==> config.mk <==
export PLATFORM = sky130hd
export DESIGN_NAME = step_register
export DESIGN_NICKNAME = d
export VERILOG_FILES = /design/src/rtl/step_register.sv
export SDC_FILE = /design/constraint.sdc
export NUM_CORES = 1
export LEC_CHECK = 0
export CAP_MARGIN = 20
export CORE_AREA = 2 2 39 41
export CTS_CLUSTER_DIAMETER = 60
export DETAILED_ROUTE_END_ITERATION = 10
export DIE_AREA = 0 0 41 43
export PLACE_DENSITY = 0.47
export SLEW_MARGIN = 25
export SYNTH_ARGS = -nofsm -noshare
export SYNTH_HDL_FRONTEND = slang
export SYNTH_SLANG_ARGS = --single-unit
==> constraint.sdc <==
create_clock -name clk -period 1.6 [get_ports clk]
set_input_delay 0.16 -clock clk [delete_from_list [all_inputs] [get_ports clk]]
set_output_delay 0.16 -clock clk [all_outputs]
set_load 0.03 [all_outputs]
==> src/rtl/step_register.sv <==
// Programmable-step counter with reserved-code skip, load and clear.
// Overflow either wraps and halts until acknowledged, or saturates.
module step_register #(
  parameter int WIDTH    = 2,
  parameter int MAX_VAL  = 2**WIDTH-1,
  parameter bit SKIP_EN  = 1'b1,
  parameter int SKIP_VAL = 3,
  parameter bit SATURATE = 1'b0
) (
  input  logic             clk,
  input  logic             rst_n,
  input  logic             clr,
  input  logic             load,
  input  logic [WIDTH-1:0] load_val,
  input  logic             inc,
  input  logic [WIDTH-1:0] step,
  input  logic             ovf_ack,
  output logic [WIDTH-1:0] value,
  output logic             ovf,
  output logic             ovf_pulse,
  output logic             load_err,
  output logic             halted
);

  typedef enum logic {RUN, HALT} state_e;

  localparam logic [WIDTH:0] MAXV  = (WIDTH+1)'(MAX_VAL);
  localparam logic [WIDTH:0] SKIPV = (WIDTH+1)'(SKIP_VAL);
  localparam logic [WIDTH:0] ONE   = (WIDTH+1)'(1);
  localparam logic [WIDTH-1:0] SATV =
    (SKIP_EN && SKIP_VAL == MAX_VAL) ?
    WIDTH'(MAX_VAL-1) : WIDTH'(MAX_VAL);

  state_e           state_q, state_d;
  logic [WIDTH-1:0] value_q, value_d;
  logic             ovf_q, ovf_d;
  logic             pulse_q, pulse_d;
  logic             lerr_q, lerr_d;
  logic             halted_q;

  logic [WIDTH:0] sum;
  logic [WIDTH:0] wrap;
  logic           over;
  logic           bad_load;

  always_comb begin
    sum = {1'b0, value_q} + {1'b0, step};
    if (SKIP_EN && sum == SKIPV) sum = sum + ONE;
    // wrap residue gets the skip re-applied once
    wrap = sum - MAXV - ONE;
    if (SKIP_EN && wrap == SKIPV) wrap = wrap + ONE;
    over = sum > MAXV;
    bad_load = ({1'b0, load_val} > MAXV) ||
               (SKIP_EN && {1'b0, load_val} == SKIPV);
  end

  always_comb begin
    state_d = state_q;
    value_d = value_q;
    ovf_d   = ovf_q;
    pulse_d = 1'b0;
    lerr_d  = 1'b0;
    if (state_q == RUN) begin
      if (ovf_ack) ovf_d = 1'b0;
      if (clr) begin
        value_d = '0;
        ovf_d   = 1'b0;
      end else if (load) begin
        if (bad_load) lerr_d = 1'b1;
        else value_d = load_val;
      end else if (inc) begin
        if (!over) begin
          value_d = sum[WIDTH-1:0];
        end else begin
          ovf_d   = 1'b1;
          pulse_d = 1'b1;
          if (SATURATE) begin
            value_d = SATV;
          end else begin
            value_d = wrap[WIDTH-1:0];
            state_d = HALT;
          end
        end
      end
    end else begin
      if (clr) begin
        value_d = '0;
        ovf_d   = 1'b0;
        state_d = RUN;
      end else if (ovf_ack) begin
        ovf_d   = 1'b0;
        state_d = RUN;
      end
    end
  end

  always_ff @(posedge clk) begin
    if (!rst_n) begin
      state_q  <= RUN;
      value_q  <= '0;
      ovf_q    <= 1'b0;
      pulse_q  <= 1'b0;
      lerr_q   <= 1'b0;
      halted_q <= 1'b0;
    end else begin
      state_q  <= state_d;
      value_q  <= value_d;
      ovf_q    <= ovf_d;
      pulse_q  <= pulse_d;
      lerr_q   <= lerr_d;
      halted_q <= (state_d == HALT);
    end
  end

  assign value     = value_q;
  assign ovf       = ovf_q;
  assign ovf_pulse = pulse_q;
  assign load_err  = lerr_q;
  assign halted    = halted_q;

endmodule

* Yosys cells after proc, flatten, opt, wreduce, memory -nomap -nowiden
Index checks and enable logic that the tools add are counted.
Word-level totals: register bits after elaboration 6, bits of input ports 10, output and inout bits 6, logic and storage cells 46
Cells by class: multiplexer cells 24, bitwise logic cells 2, reduce and logical (&&, ||, !) cells 4, $lt $le $gt $ge 1, equal/unequal tests 5, $add $sub $neg 5
Operator list (number):
- $mux W2 | 8
- $mux W1 | 15
- $eq A3 B2 Y1 const B | 2
- $reduce_or A4 Y1 | 1
- $add A2 B2 Y3 | 1
- $add A3 B1 Y3 const B | 1
- $gt A3 B2 Y1 const B | 1
- $mux W3 | 1
- $ne A3 B3 Y1 const B | 1
- $reduce_and A3 Y1 | 1
- $reduce_bool A3 Y1 | 1
- $sub A3 B1 Y3 const B | 1
- $sub A3 B2 Y3 const B | 1
- $add A2 B1 Y2 const B | 1
- $eq A2 B2 Y1 const B | 1
- $ne A2 B2 Y1 const B | 1
- $not A1 Y1 | 2
- $reduce_or A2 Y1 | 1

* Longest topological paths before layout
depth in word-level cells 12, gate-level depth with buffers 5, gate-level depth less buffers 5

* Worst setup path before layout
OpenSTA, ideal clock, no wires.
path kind register -> register, from register value_q[0] (netlist: value[0]), to register value_q[0] (netlist: value[0]), library setup time 91 ps, clock period less this slack 1712 ps, cell stages (with the launch flop) 6, data arrival time 1621 ps, setup slack -112 ps, data required time 1509 ps, path buffers 0, path through dfxtp_1 > ha_1 > fa_1 > nor3b_1 > a21oi_1 > a311oi_1
On the way: word-level cells in the longest chain between the ends 12, elaborated cells on any way between the ends 15, those cells by class add/sub (5); order compare (1); eq/ne (2); mux (7)
RTL lines:
- start: declaration | RTL line 35 | logic [WIDTH-1:0] value_q, value_d;
- start signal: assignment | RTL line 107 | value_q <= value_d;
- $add A2 B2 Y3 (*) | RTL line 47 | sum = {1'b0, value_q} + {1'b0, step};
- $add A3 B1 Y3 or $eq A3 B2 Y1 (tied branches) | RTL line 48 | if (SKIP_EN && sum == SKIPV) sum = sum + ONE;
- $mux W3 (*) | RTL line 48
- $sub A3 B2 Y3 | RTL line 50 | wrap = sum - MAXV - ONE;
- $sub A3 B1 Y3 | RTL line 50
- $add A2 B1 Y2 or $eq A3 B2 Y1 (tied branches) | RTL line 51 | if (SKIP_EN && wrap == SKIPV) wrap = wrap + ONE;
- $mux W2 | RTL line 51
- $mux W2 (*) | RTL line 72 | if (!over) begin
- $mux W2 (*) | RTL line 71 | end else if (inc) begin
- $mux W2 (*) | RTL line 68 | end else if (load) begin
- $mux W2 (*) | RTL line 65 | if (clr) begin
- $mux W2 (*) | RTL line 63 | if (state_q == RUN) begin
Mark *: on every way between the ends. The rest lies on a longest branch, timed or not. The select of a mux whose other input is x is not followed. A chain may end at the register's enable or synchronous reset.

* Final worst setup path
from register value_q[0] (netlist: value[0]), to register ovf_q (netlist: ovf)
On the way: word-level cells in the longest chain between the ends 9, elaborated cells on any way between the ends 10, those cells by class add/sub (2); order compare (1); eq/ne (1); mux (6)
RTL lines:
- $add A2 B2 Y3 (*) | RTL line 47
- $add A3 B1 Y3 or $eq A3 B2 Y1 (tied branches) | RTL line 48
- $mux W3 (*) | RTL line 48
- $gt A3 B2 Y1 (*) | RTL line 52 | over = sum > MAXV;
- $mux W1 (*) | RTL line 72
- $mux W1 (*) | RTL line 71
- $mux W1 (*) | RTL line 68
- $mux W1 (*) | RTL line 65
- $mux W1 (*) | RTL line 63
- end signal: assignment | RTL line 108 | ovf_q <= ovf_d;
- end: declaration | RTL line 36 | logic ovf_q, ovf_d;
Mark *: on every way between the ends. The rest lies on a longest branch, timed or not.

==> results.toml <==
[status]
outcome = "finished, violations left"
violations = "negative setup slack"

[timing]
period_needed_ns = 1.63
fin_crit_sh_pct = 102
slew_viol_final = 0
rsz0062_at_grt = "true"
holdWs_ns = 0.456
setup_viol = 3
clock_skew_ns = 0.00408
relSlewSlack_pct = 78.7
worst_pin_slew_ns = 0.319
finalHoldViolCount = 0
max_freq_mhz = 615
finalWorstSetupSlack_ns = -0.0264

[floorplanning]
die_area_sq_um = 1760
die_h_um = 43
rows = 14
start_util_pct = 19.8
ios = 16
design.core.area_sq_um = 1380
die_w_um = 41

[clocking]
htreeDepth = 1
cts-root-buf = "clkbuf_4"
clkSinkCount = 6
clk_path_buf_depth = 2
numCtsBuffers = 3
path_clk_slew_ns = 0.04
cts_tree = "yes"
clock_latency_ns = 0.24

[detailed_routing]
vias_per_cell = 4.52
drc = 0
ant_nets = 0
drt_iter0_markers = 3
routed_wl_um = 744
wire_per_inst_um = 12.0
vias = 280
first_pass_iters = 4

[grt]
antenna_found_initial = 0
grt_max_degree = 8
track_usage_pct = 9.35
grt_pass1_wl_um = 1060
overflow = 0
grt_pass1_vias = 269

[synth]
synthAdderAreaFrac_pct = 11.9
async_flop_share_pct = 0
netlist_area_sq_um = 274
synth.top_cell.area_share_pct = 43.8
synth.area.top_cells = "dfxtp_1 44%, a21oi_1 9.1%, fa_1 7.3%, a311oi_1 6.4%, a21o_1 5.5%"
synth_mux_area_share_pct = 0
synthXorXnorAreaFrac_pct = 0
ys_seq_area_share_pct = 43.8
ys.flop_type = "dfxtp_1"
synth_cell_types = 13
synth_compound_area_share_pct = 24.7
syn_nets = 38
synth_warnings = 0
synth_largest_area_cell = "dfxtp_1"
synth.most_common_cell = "dfxtp_1"
synth_edf_count = 0
syn_inst = 26
synth_top_family_by_area = "compound AO/OA/AOI/OAI gates"
avgSynthCellArea_sq_um = 10.5
synthSimpleGateAreaFrac_pct = 19.6
synth_commonest_cells = "6 x dfxtp_1, 5 x a21oi_1"
synth-seq-cells = 6

[place]
numPortBuffers = 15
hpwl_um = 538
place_congestion = 0.584
place_area_sq_um = 458
dpl.cell_count = 58
pre_cts_slack_ns = -0.343

[critical_path]
crit_required_ns = 1.79
worstSetupStartpointType = "flop"
endpoint_kind = "flop"
critPathMaxFanout = 3
critPathArrivalTime_ns = 1.81
crit_type = "flop to flop"

[finish]
finalInstanceArea_sq_um = 522
area_delta_synth_final_pct = 90.4
stdcell_count = 62
n_antenna_cell = 0
n_fill_cell = 139
layout.nets = 60
layout-drive-gt1-share_pct = 28.3

[power_and_ir_drop]
power.density_nw_per_um2 = 765
power_leakage_nw = 0.214
total_power_mw = 0.399
ir_worst_vdd_mv = 0.330

[run]
drv_cap = 0

[worst_hold_path]
min_path_type = "flop to flop"
[placed cells by master, fill, tap and decap left out, types with 2 or more instances in the layout]
master            n
clkbuf_4          3
clkdlybuf4s50_1  13
a21oi_1           4
buf_4             2
nor3b_2           2
a311oi_1          2
a21o_1            2
nand2b_1          2
dfxtp_1           5
[per-layer routing]
metal | vias to the layer above | part of all wire (%) | GRT usage [%]
met3 | 0 | 12 | 4.19
met5 | - | 0 | 0
met2 | 13 | 43 | 13.1
met1 | 125 | 45 | 11.0
li1 | 142 | - | -
met4 | 0 | 0 | 6.00
[critical path, stage by stage, from the launching register on]
cell	delay [ns]
dfxtp_2	0.33
ha_4	0.15
fa_2	0.55
buf_4	0.12
a21oi_2	0.05
nor4_4	0.26
a21o_1	0.11
[kinds of logic after synthesis]
kind of cell    after synthesis
fa+ha+maj                     2
compound gates               10
flops                         6
simple gates                  8
[final timing paths]
kind,start,endpoint,slack [ns],cells past startpoint
hold reg to reg,ovf,ovf,0.46,1
setup reg to reg,value[0],ovf,-0.03,6
setup / recovery,value[0],ovf,-0.03,6
hold / removal,ovf,ovf,0.46,1
[registers in the layout (all words and copies together), names as in the netlist]
register   cells
value          2
load_err       1
halted         1
ovf_pulse      1
ovf            1
[report_power, final]
part,switching (mW),internal [mW],total [mW],leakage [nW]
Clock,0.0554,0.0849,0.140,0.0138
Combinational,0.0434,0.0558,0.0992,0.151
Sequential,0.00437,0.155,0.159,0.0491
[area by class of cell]
| type | instances | area [sq um] | area share (%) |
|---|---|---|---|
| sequential | 6 | 121 | 23.3 |
| multi-input combinational | 20 | 191 | 36.7 |
| tap | 16 | 20.0 | 3.84 |
| timing repair buffer | 17 | 166 | 31.9 |
| clock buffer | 3 | 22.5 | 4.32 |
[stage by stage]
stage | TNS, ns | utilization, %
2_1_floorplan | -0.00122 | -
3_3_place_gp | -1.13 | 33.1
3_5_place_dp | -1.36 | 33.1
4_1_cts | -0.0552 | 35.9
5_1_grt | -0.410 | 37.7
6_report | -0.0603 | 37.7
[repair_timing]
action,4_1_cts,5_1_grt
endpoints found under the hold margin,0,0
gates cloned,0,0
endpoints found under the setup margin,3,4
hold buffers,0,0
buffers inserted,0,1
resized for setup,4,4
pin swaps,5,5
No activity file was read; power rests on OpenSTA's default activity.
